===== config.mk =====
export PLATFORM = sky130hd
export DESIGN_NAME = instruction_align_buffer_flat
export DESIGN_NICKNAME = d
export VERILOG_FILES = /design/src/rtl/instruction_align_buffer_if.sv /design/src/rtl/instruction_align_buffer.sv /design/src/flat_wrapper.sv
export SDC_FILE = /design/constraint.sdc
export NUM_CORES = 1
export LEC_CHECK = 0
export BUFFER_PORTS_ARGS = -buffer_cell sky130_fd_sc_hd__buf_2
export CORE_MARGIN = 4
export CORE_UTILIZATION = 42
export DETAILED_ROUTE_END_ITERATION = 6
export GPL_ROUTABILITY_DRIVEN = 0
export PLACE_DENSITY = 0.68
export SYNTH_ARGS = -nofsm -noshare
export SYNTH_HDL_FRONTEND = slang
export SYNTH_SLANG_ARGS = --single-unit

===== constraint.sdc =====
create_clock -name clk -period 2.5 [get_ports clk]
set_clock_uncertainty 0.05 [all_clocks]
set_input_delay 0.125 -clock clk [delete_from_list [all_inputs] [get_ports clk]]
set_output_delay 0.125 -clock clk [all_outputs]
set_load 0.005 [all_outputs]

===== src/rtl/instruction_align_buffer_if.sv =====
// Bundle of fetch, redirect and decode-handshake signals for instruction_align_buffer.
`default_nettype none

interface instruction_align_buffer_if;
   logic        memRequest;
   logic [31:0] memAddress;
   logic        memReady;
   logic [31:0] memData;
   logic        redirect;
   logic [31:0] redirectPc;
   logic        outValid;
   logic        outReady;
   logic [31:0] outInstruction;
   logic [31:0] outPc;
   logic        outIsCompact;

   modport master (
      output memRequest, memAddress, outValid, outInstruction, outPc, outIsCompact,
      input  memReady, memData, redirect, redirectPc, outReady
   );

   modport slave (
      input  memRequest, memAddress, outValid, outInstruction, outPc, outIsCompact,
      output memReady, memData, redirect, redirectPc, outReady
   );
endinterface

`default_nettype wire


===== src/rtl/instruction_align_buffer.sv =====
// Splits a word-aligned RV32C fetch stream into whole 16/32-bit instructions
// using a three-halfword holding buffer.
`default_nettype none

module instruction_align_buffer #(
   parameter logic [31:0] RESET_PC = 32'h0000_0000
) (
   input  logic                        clk,
   input  logic                        reset,
   instruction_align_buffer_if.master  bus
);

   logic [47:0] hold_q, hold_d;
   logic [1:0]  count_q, count_d;
   logic [31:0] bufPc_q, bufPc_d;
   logic [31:0] fetchAddr_q, fetchAddr_d;
   logic        skipLow_q, skipLow_d;

   logic [15:0] slot0;
   logic        slot0Compact;
   logic        fetchDone;
   logic [1:0]  consumed;
   logic [1:0]  remCount;
   logic [47:0] rem;
   logic [31:0] app;
   logic [1:0]  appCount;
   logic        unused_pcBit0;

   assign unused_pcBit0 = bus.redirectPc[0];

   assign slot0        = hold_q[15:0];
   assign slot0Compact = (slot0[1:0] != 2'b11);

   assign bus.outValid       = reset && (count_q != 2'd0) && (slot0Compact || count_q >= 2'd2);
   assign bus.outIsCompact   = reset && slot0Compact;
   assign bus.outInstruction = slot0Compact ? {16'h0000, slot0} : hold_q[31:0];
   assign bus.outPc          = bufPc_q;
   assign bus.memRequest     = reset && !bus.redirect && (count_q <= 2'd1);
   assign bus.memAddress     = fetchAddr_q;

   assign fetchDone = bus.memRequest && bus.memReady;

   always_comb begin
      consumed = 2'd0;
      if (bus.outValid && bus.outReady)
         consumed = slot0Compact ? 2'd1 : 2'd2;

      case (consumed)
         2'd1:    rem = {16'h0000, hold_q[47:16]};
         2'd2:    rem = {32'h0000_0000, hold_q[47:32]};
         default: rem = hold_q;
      endcase
      remCount = count_q - consumed;

      if (skipLow_q) begin
         app      = {16'h0000, bus.memData[31:16]};
         appCount = 2'd1;
      end else begin
         app      = bus.memData;
         appCount = 2'd2;
      end

      hold_d      = rem;
      count_d     = remCount;
      bufPc_d     = bufPc_q + {29'h0, consumed, 1'b0};
      fetchAddr_d = fetchAddr_q;
      skipLow_d   = skipLow_q;

      // A fetch only happens with count <= 1, so the remainder is at most one halfword.
      if (fetchDone) begin
         fetchAddr_d = fetchAddr_q + 32'd4;
         skipLow_d   = 1'b0;
         count_d     = remCount + appCount;
         if (remCount == 2'd0)
            hold_d = {16'h0000, app};
         else
            hold_d = {app, rem[15:0]};
      end

      if (bus.redirect) begin
         hold_d      = hold_q;
         count_d     = 2'd0;
         bufPc_d     = {bus.redirectPc[31:1], 1'b0};
         fetchAddr_d = {bus.redirectPc[31:2], 2'b00};
         skipLow_d   = bus.redirectPc[1];
      end
   end

   always_ff @(posedge clk) begin
      if (!reset) begin
         hold_q      <= '0;
         count_q     <= 2'd0;
         bufPc_q     <= {RESET_PC[31:1], 1'b0};
         fetchAddr_q <= {RESET_PC[31:2], 2'b00};
         skipLow_q   <= RESET_PC[1];
      end else begin
         hold_q      <= hold_d;
         count_q     <= count_d;
         bufPc_q     <= bufPc_d;
         fetchAddr_q <= fetchAddr_d;
         skipLow_q   <= skipLow_d;
      end
   end

endmodule

`default_nettype wire

===== src/flat_wrapper.sv =====
// flat-port wrapper written by rule: the top's interface ports become plain ports
module instruction_align_buffer_flat 
#(
   parameter logic [31:0] RESET_PC = 32'h0000_0000
)
  (clk, reset, bus_memRequest, bus_memAddress, bus_outValid, bus_outInstruction, bus_outPc, bus_outIsCompact, bus_memReady, bus_memData, bus_redirect, bus_redirectPc, bus_outReady);
  instruction_align_buffer_if bus_i ();
  input  logic clk;
  input  logic reset;
  output wire logic [$bits(bus_i.memRequest)-1:0] bus_memRequest;
  output wire logic [$bits(bus_i.memAddress)-1:0] bus_memAddress;
  output wire logic [$bits(bus_i.outValid)-1:0] bus_outValid;
  output wire logic [$bits(bus_i.outInstruction)-1:0] bus_outInstruction;
  output wire logic [$bits(bus_i.outPc)-1:0] bus_outPc;
  output wire logic [$bits(bus_i.outIsCompact)-1:0] bus_outIsCompact;
  input wire logic [$bits(bus_i.memReady)-1:0] bus_memReady;
  input wire logic [$bits(bus_i.memData)-1:0] bus_memData;
  input wire logic [$bits(bus_i.redirect)-1:0] bus_redirect;
  input wire logic [$bits(bus_i.redirectPc)-1:0] bus_redirectPc;
  input wire logic [$bits(bus_i.outReady)-1:0] bus_outReady;
  assign bus_memRequest = bus_i.memRequest;
  assign bus_memAddress = bus_i.memAddress;
  assign bus_outValid = bus_i.outValid;
  assign bus_outInstruction = bus_i.outInstruction;
  assign bus_outPc = bus_i.outPc;
  assign bus_outIsCompact = bus_i.outIsCompact;
  assign bus_i.memReady = bus_memReady;
  assign bus_i.memData = bus_memData;
  assign bus_i.redirect = bus_redirect;
  assign bus_i.redirectPc = bus_redirectPc;
  assign bus_i.outReady = bus_outReady;
  instruction_align_buffer #(.RESET_PC(RESET_PC)) u_core (.clk(clk), .reset(reset), .bus(bus_i));
endmodule

# After elaboration in Yosys (flattened, before gate mapping)
# Index checks and enable logic that the tools add are counted.
# word_totals
regBits	115
latch_bits	0
ramBits	0
rom_bits	0
input_bits	69
output_inout_bits	99
wordCells	48
mem_count	0
# classes
addsub	4
n_mul	0
div_mod_pow	0
order_cmp	2
eq_ne	3
shifts	0
n_mux	14
n_bitwise	2
reduce_logical	15
# op_table
cell	count
$mux W32	5
$mux W48	2
$pmux W48 S2	1
$add A32 B3 Y32	1
$add A32 B3 Y32 const B	1
$mux W2	4
$logic_and A1 B1 Y1	7
$reduce_bool A2 Y1	2
$reduce_bool A3 Y1	1
$add A2 B2 Y2	1
$eq A2 B1 Y1 const B	1
$eq A2 B2 Y1 const B	1
$ge A2 B2 Y1 const B	1
$le A2 B1 Y1 const B	1
$logic_not A2 Y1	1
$mux W1	2
$ne A2 B2 Y1 const B	1
$not A1 Y1	2
$reduce_and A2 Y1	1
$reduce_or A2 Y1	1
$sub A2 B2 Y2	1
$logic_not A1 Y1	1
$logic_or A1 B1 Y1	1

# Logic depth before layout (Yosys ltp)
# Gate-level depths: netlist of the first run.
# depth
word_depth	9
depth_mapped	12
mapped_depth_nobuf	9

# Worst setup path before layout of the first run
# Ideal clock, no wire load.
# synth_path
kind	register to register
start	reg u_core.hold_q[1]
end	reg u_core.count_q[1]
setup_ps	65
t_arrival_ps	2326
required_time_ps	2385
path_slack_ps	59
stages_incl_launch_ff	13
path_buffers	3
period_less_slack_ps	2441
path_cell_list	dfxtp_1 -> and2_1 -> clkbuf_1 -> nor2_1 -> ha_1 -> clkbuf_1 -> clkbuf_1 -> inv_1 -> ha_1 -> xor2_1 -> nor2_1 -> xnor3_1 -> nor2_1
# synth_via
elab_chain_len	8
elab_cells_between_ends	9
classes_between	add/sub: 2; eq/ne: 1; mux: 3; reduce/logical: 3
# synth_lines
item	line_no	rtl
from (decl)	instruction_align_buffer.sv:13	logic [47:0] hold_q, hold_d;
from (signal assigned)	instruction_align_buffer.sv:97	hold_q <= hold_d;
$ne A2 B2 Y1 (*)	instruction_align_buffer.sv:32	assign slot0Compact = (slot0[1:0] != 2'b11);
$logic_or A1 B1 Y1	instruction_align_buffer.sv:34	assign bus.outValid = reset && (count_q != 2'd0) && (slot0Compact || count_q >= 2'd2);
$logic_and A1 B1 Y1	instruction_align_buffer.sv:34	
$logic_and A1 B1 Y1	instruction_align_buffer.sv:45	if (bus.outValid && bus.outReady)
$mux W2 (*)	instruction_align_buffer.sv:45	
$sub A2 B2 Y2 (*)	instruction_align_buffer.sv:53	remCount = count_q - consumed;
$add A2 B2 Y2	instruction_align_buffer.sv:73	count_d = remCount + appCount;
$mux W2 (*)	instruction_align_buffer.sv:70	if (fetchDone) begin
to (signal assigned)	instruction_align_buffer.sv:98	count_q <= count_d;
to (decl)	instruction_align_buffer.sv:14	logic [1:0] count_q, count_d;
# Mark *: on every way between the ends. The rest lies on a longest branch, timed or not.
# A chain may end at the register's enable or synchronous reset.

# Worst setup path after layout of the first run
# layout_path
start	reg u_core.hold_q[1]
end	reg u_core.hold_q[5]
# layout_via
elab_chain_len	9
elab_cells_between_ends	13
classes_between	add/sub: 1; eq/ne: 3; mux: 5; reduce/logical: 4
# layout_lines
item	line_no	rtl
$ne A2 B2 Y1 (*)	instruction_align_buffer.sv:32	
$logic_or A1 B1 Y1	instruction_align_buffer.sv:34	
$logic_and A1 B1 Y1	instruction_align_buffer.sv:34	
$logic_and A1 B1 Y1	instruction_align_buffer.sv:45	
$mux W2 (*)	instruction_align_buffer.sv:45	
$sub A2 B2 Y2 (tied with other cells)	instruction_align_buffer.sv:53	
$logic_not A2 Y1 / $pmux W48 S2 (equally long branches)	instruction_align_buffer.sv:74, instruction_align_buffer.sv:48	
$mux W48	instruction_align_buffer.sv:74	if (remCount == 2'd0)
$mux W48 (*)	instruction_align_buffer.sv:70	
# Mark *: on every way between the ends. The rest lies on a longest branch, timed or not. The select of a mux whose other input is x is not followed.

==> results of run 1 <==
## worst reg2reg max path, stage by stage (launching register included)
cell and delay [ns]:
dfxtp_1 0.36, and2_1 0.18, nor2_2 0.08, ha_1 0.42
and2b_1 0.32, nand2_1 0.11, buf_4 0.19, a31oi_1 0.35
o221a_2 0.25
## final timing paths
kind	end	slack (ns)	cells past startpoint
worst max register to register	u_core.hold_q[5]	0.15	8
worst min register to register	u_core.hold_q[26]	0.43	2
worst min-delay path	u_core.bus.memAddress[11]	0.01	3
worst max-delay path	u_core.hold_q[5]	0.15	8
## stage by stage
stage,hold WS [ns],cells,total power [W]
floorplan,0.201,823,0.00249
global placement,0.312,1146,0.00278
detailed placement,0.315,1146,0.00279
CTS,0.00663,1185,0.00433
global route,0.0245,1186,0.00450
finish,0.0101,1186,0.00432
## power by group
| group | switching [W] | internal, W | leakage (nW) |
|---|---|---|---|
| clock | 0.000696 | 0.000836 | 0.153 |
| sequential | 0.000128 | 0.00189 | 0.920 |
| combinational | 0.000408 | 0.000357 | 2.56 |
## state kept, by name, summed over array words and instances (netlist names)
register               cells
u_core.hold_q             48
u_core.bus.memAddress     30
u_core.skipLow_q           1
u_core.bus.outPc          31
u_core.count_q             2
## routing by layer
layer / GRT usage [%] / wire length [um]
met5: 0 / 0
met1: 35.9 / 10700
met2: 36.7 / 10300
met4: 7.22 / 458
met3: 4.00 / 1710
## synthesized netlist by cell type, drive strengths merged, types with 5 or more instances
cell type / number / area [um2]
o31ai: 6 / 45.0
a22o: 14 / 123
and4: 13 / 114
nor4bb: 14 / 140
a311oi: 6 / 52.6
a32o: 18 / 180
nor3: 26 / 130
a31oi: 28 / 175
a22oi: 15 / 113
ha: 5 / 62.6
a21oi: 61 / 305
dfxtp: 112 / 2240
mux2i: 17 / 170
and3: 30 / 188
o221a: 14 / 158
nor2b: 5 / 31.3
a21o: 5 / 37.5
clkbuf: 40 / 151
o21ai: 35 / 175
and2: 12 / 75.1
buf: 54 / 333
nor2: 27 / 101
mux2: 15 / 169
o311ai: 7 / 61.3
a311o: 5 / 50.1
nand2b: 5 / 31.3
nor4: 14 / 118
nand3: 34 / 170
xor2: 9 / 78.8
inv: 16 / 60.1
o211ai: 7 / 52.6
nand2: 65 / 246
xnor2: 8 / 70.1
nand4: 29 / 209
## layout by cell type (no fill, tap or decap), types with 18 or more instances in the layout
master and instances:
a21oi_1 61, a31oi_1 28, a32o_1 18, and3_1 29
buf_2 163, buf_4 35, dfxtp_1 112, dlygate4sd3_1 23
nand2_1 64, nand3_1 34, nand4_1 26, nor2_1 24
nor3_1 26, o21ai_0 34
## cell families (layout without fill, tap and decap cells)
family                   after synthesis  after routing
AO/OA/AOI/OAI                        247            247
XOR/XNOR                              18             18
adder cells (fa/ha/maj)                6              6
buffers and inverters                110            256
flip-flops                           112            112
multiplexers                          32             32
other                                  1              4
AND/OR/NAND/NOR                      295            295
## layout make-up
type,count,area [um2],area share [%]
Antenna cell,1,2.50,0.0299
Clock buffer,12,256,3.07
Clock inverter,4,52.6,0.628
Inverter,16,60.1,0.718
Multi-Input combinational cell,601,4110,49.1
Sequential cell,112,2240,26.8
Tap cell,216,270,3.23
Timing Repair Buffer,224,1370,16.4
## repair_timing
item                                   in CTS  in global routing
hold buffers                               23                  0
endpoints found under the hold margin      24                  0
setup endpoints to repair                   0                 11
gates resized for setup                     0                  4
==> summary.md, run 1 <==
| Metric | Value |
|---|---|
| Outcome | finished, final reports clean |
| Critical path buffers and inverters | 1 |
| Drt first pass iters | 5 |
| CTS tree | built |
| Via Count | a little over 7,000 |
| Gr ovfl total | 0 |
| Initial antenna violation count | 1 |
| DR DRC count | 0 |
| Crit Reg-Reg Startpoint | u_core.hold_q[1] |
| XOR/XNOR share of the synthesized area | under 10% |
| Die area | approximately 18,000 um2 |
| Detail-routed net length per standard cell | ~20 um |
| Largest family of logic cells by synthesized area | simple AND/OR/NAND/NOR gates |
| Largest net degree at the start of global routing | 59 |
| Setup WS pre-CTS | around 0.13 ns |
| Setup TNS Final | 0 ns |
| Distinct cells, synth | 72 |
| Ys async rst share | 0% |
| Period minus WS final | 2.35 ns |
| Die H | between 100 and 150 um |
| Fin crit share | between 90 and 100% |
| Synth Area in Compound Gates | 25.4% |
| DIE WIDTH | 136 um |
| Synth Flop Type | dfxtp_1 |
| Global Route Usage Sum | between 20% and 30% |
| Vias per std cell | around 6 |
| Fraction of layout cells with a size suffix above 1 | ~27% |
| Initial cell density of the core | about 43% |
| ANT nets after route | 0 |
| Max rail drop VDD | around 390 uV |
| Fillers | 1,554 |
| PnR worst setup slack | about 0.15 ns |
| RSZ-0062 raised after global routing | false |
| Post-synth EDFFs | 0 |
| Number of buffers created by CTS | 9 |
| CP Launch Type | flop |
| Post-Synth Simple-Gate Area | 25.4% |
| Synth-to-layout area growth | 21.6% |
| Max incr delay on CP | approximately 0.42 ns |
| Crit path from | u_core.hold_q[1] |
| Sequential share of the synthesized area | 32.6% |
| Yosys warnings | 0 |
| Number of I/O port buffers | 163 |
| Post-CTS Setup Bufs | 0 |
| Setup violators final | 0 |
| Critical Path RT | approximately 2.8 ns |
| Root buffer cell | clkbuf_16 |
| Seq cells post-synth | 112 |
| Global-route wire length before repair | between 30 and 40 mm |
| Vias in the first global route | around 6,600 |
| Worst skew pair latency | between 0.3 and 0.4 ns |
| Core area | about 16,000 um2 |
| Cell Pwr Density | just over 500 nW/um2 |
| CP max stage cell | ha_1 |
| Hold_sp | bus_redirectPc[11] |
| Final Hold Viols | 0 |
| Worst path cell trace | and2_1 > nor2_2 > ha_1 > and2b_1 > nand2_1 > buf_4 > a31oi_1 > o221a_2 |
| Site row count | 46 |
| Delay-heaviest family, CP | simple AND/OR/NAND/NOR gates |
| # clock sinks | between 100 and 150 |
| Iter 0 DRT Violations | roughly 880 |
| H-tree depth | 3 |
| Lkg Pwr | between 3 and 4 nW |
| Post-Synth Adder-Cell Area | around 1.2% |
| Slew Limit Fails | 0 |
| Post-Route WL | around 23 mm |
| Critical Path AT | roughly 2.6 ns |
| Reg clk slew, reported paths | 0.08 ns |
| Dpl cell area | 7810 um2 |
| Mux share of post-synthesis cell area | slightly below 5% |
| Slew @ Worst Pin | about 0.62 ns |
| Hold Crit Class | input port to flop |
| Synthesized area | roughly 7000 um2 |
| Design area | about 8400 um2 |
| Utilization of the core after routing | between 50% and 60% |
| Crit. End Element | flop |
| I/O pins | about 170 |
| CP Class | flop to flop |
| Max-Slew Margin vs Limit | 58.2% |
| CP Max Fanout | 8 |
| DP HPWL | approximately 16 mm |
| Max-Cap Viols | 0 |
| Nets@finish | between 1,000 and 1,500 |
| Mean area per synthesized cell | around 8.4 um2 |
| Peak Freq | approximately 430 MHz |
| Cell count after synthesis | slightly above 800 |
| Deepest clock path buffer count | 2 |
No activity file was read; power rests on OpenSTA's default activity.
==> run 2: changes to the inputs <==
==> constraint.sdc (replaced) <==
create_clock -name clk -period 2.5 [get_ports clk]
set_clock_uncertainty 0.05 [all_clocks]
set_input_delay 0.25 -clock clk [delete_from_list [all_inputs] [get_ports clk]]
set_output_delay 0.25 -clock clk [all_outputs]
set_load 0.005 [all_outputs]
==> summary.md, run 2 (synthesized netlist as in run 1, its figures left out) <==
| Metric | Value |
|---|---|
| DR WL met3 | 1.71 mm (+0.12%) |
| Vias per std cell | 6.08 (-0.97%) |
| Global Route Usage Sum | 23.7% (-0.74 points) |
| DR top layer | met5 |
| CP Class | flop to flop |
| Peak Freq | 434 MHz (+1.9%) |
| Drt first pass iters | 5 (unchanged) |
| Largest net degree at the start of global routing | 59 (unchanged) |
| Lkg Pwr | 3.56 nW (-1.8%) |
| Crit Reg-Reg Startpoint | u_core.hold_q[0] |
| CTS tree | built |
| Cell Pwr Density | 534 nW/um2 (+3.3%) |
| Die H | 136 um (unchanged) |
| Min-Delay Endpoint | u_core.hold_q[41] |
| DIE WIDTH | 136 um (unchanged) |
| RSZ-0062 raised after global routing | false |
| Initial antenna violation count | 2 (+1) |
| Iter 0 DRT Violations | 809 (-7.9%) |
| Post-Route WL | 22.5 mm (-3.1%) |
| # clock sinks | 112 (unchanged) |
| CP Max Fanout | 12 (+4) |
| Commonest cells after routing, fill and taps aside | buf_2 (163), dfxtp_1 (112), nand2_1 (64) |
| Flop2flop setup slack | 0.20 ns (+0.04 ns) |
| CP Launch Type | flop |
| Critical Path AT | 2.51 ns (-0.09 ns) |
| DP HPWL | 16.2 mm (-0.67%) |
| Met1 WL | 10.5 mm (-2.1%) |
| Placed Cells | 1,151 (+0.44%) |
| DR DRC count | 0 (unchanged) |
| Number of buffers created by CTS | 9 (unchanged) |
| Worst R2R End | u_core.bus.outPc[30] |
| Root buffer cell | clkbuf_16 |
| Gr ovfl total | 0 (unchanged) |
| Final Hold Viols | 0 (unchanged) |
| Site row count | 46 (unchanged) |
| Slew Limit Fails | 0 (unchanged) |
| Reg2reg path depth | 9 (+1) |
| Post-CTS Setup Bufs | 0 (unchanged) |
| Slew @ Worst Pin | 0.630 ns (+0.00746 ns) |
| H-tree depth | 3 (unchanged) |
| Worst skew pair latency | 0.36 ns (about the same) |
| Initial cell density of the core | 43.1% (unchanged) |
| Largest register FFs | 48 (unchanged) |
| Fraction of layout cells with a size suffix above 1 | 28.0% (+1.0 points) |
| I/O pins | 168 (unchanged) |
| Hold_sp | bus_memData[25] |
| Vias in the first global route | 6,665 (+0.54%) |
| Global-route wire length before repair | 35.0 mm (-3.4%) |
| Diodes inserted | 0 (-1) |
| Largest Register | u_core.hold_q |
| Final hold slack | 0.0830 ns (+0.0729 ns) |
| Outcome | finished, final reports clean |
| Crit. End Element | flop |
| Max rail drop VDD | 456 uV (+17%) |
| Fin crit share | 92.2% (-1.7 points) |
| Number of I/O port buffers | 163 (unchanged) |
| ANT nets after route | 0 (unchanged) |
| Max-Slew Margin vs Limit | 57.7% (-0.50 points) |
| Period minus WS final | 2.30 ns (-0.0433 ns) |
| Hold Crit Class | input port to flop |
| Utilization of the core after routing | 51.3% (-1.1 points) |
| Setup TNS Final | 0 ns (unchanged) |
| Die area | 18,500 um2 (unchanged) |
| Critical Path RT | 2.71 ns (-0.04 ns) |
| Fillers | 1,593 (+2.5%) |
| Reg clk slew, reported paths | 0.08 ns (about the same) |
| Deepest clock path buffer count | 2 (unchanged) |
| Max-Cap Viols | 0 (unchanged) |
| Detail-routed net length per standard cell | 19.3 um (-1.5%) |
| Met2 Wirelength | 9.83 mm (-4.8%) |
| Finished Layout Cells | 1,167 (-1.6%) |
| Via Count | 7,092 (-2.6%) |
| Nets@finish | 1,021 (-1.7%) |
| Core area | 15,900 um2 (unchanged) |
| Setup violators final | 0 (unchanged) |
| Commonest non-fill, non-tap cell in the layout | buf_2 |
| Worst Hold Path Cells | 2 (-1) |
| Synth-to-layout area growth | 19.1% |
## run 2: cell types whose count changed in the layout (fill, tap and decap cells not counted), moves of 2 or more
cell           change
buf_4              +5
clkbuf_8           -2
dlygate4sd3_1     -23
inv_6              +2
## run 2: layout make-up
type	count	area, um2	area share [%]
clock inverters	7	103	1.25
inverters	16	60.1	0.734
flip-flops and latches	112	2240	27.4
multi-input cells	601	4110	50.2
repair buffers	206	1180	14.4
clock buffers	9	225	2.75
well taps	216	270	3.30
## run 2: how the worst max path moves through the flow
stage,start,to,slack [ns],depth (start not counted)
2_1_floorplan,reset,u_core.bus.outPc[28],0.009,11
3_3_place_gp,u_core.hold_q[0],u_core.bus.outPc[30],0.19,9
3_5_place_dp,u_core.hold_q[0],u_core.bus.outPc[30],0.13,9
4_1_cts,u_core.hold_q[0],u_core.bus.outPc[30],0.13,9
5_1_grt,u_core.hold_q[0],u_core.bus.outPc[22],0.03,8
6_report,u_core.hold_q[0],u_core.bus.outPc[30],0.20,9
## run 2: timing repair
action,in CTS,in global routing
endpoints found under the hold margin,0,0
endpoints found under the setup margin,0,10
hold buffers,0,0
gates resized for setup,0,3
## run 2: through the flow
step | instance area [um2] | setup WS (ns) | power (W)
after global placement | 7850 | 0.190 | 0.00278
final | 8190 | 0.195 | 0.00437
after CTS | 8180 | 0.127 | 0.00439
after global routing | 8190 | 0.0341 | 0.00455
after floorplan | 6880 | 0.00932 | 0.00249
after detailed placement | 7850 | 0.133 | 0.00279
## run 2: critical path, cell delays in order (launching register included)
cell and delay [ns]:
dfxtp_1 0.35, buf_4 0.20, nand2_1 0.10, nor2_2 0.19, ha_1 0.26, a21o_1 0.26, and3_1 0.31, buf_4 0.20
a211oi_1 0.20, nor3_1 0.07
## run 2: report_power, final
group,internal (W),total [W],switching (W),leakage (nW)
logic,0.000337,0.000740,0.000403,2.49
clock network,0.000891,0.00161,0.000723,0.157
registers,0.00189,0.00201,0.000122,0.920
total,0.00312,0.00437,0.00125,3.56
## run 2: metal layers
| metal | global-route usage, % | up-vias |
|---|---|---|
| li1 | - | 3384 |
| met1 | 33.8 | 3381 |
| met2 | 35.6 | 284 |
| met3 | 5.29 | 39 |
| met4 | 7.50 | 4 |
| met5 | 0 | - |
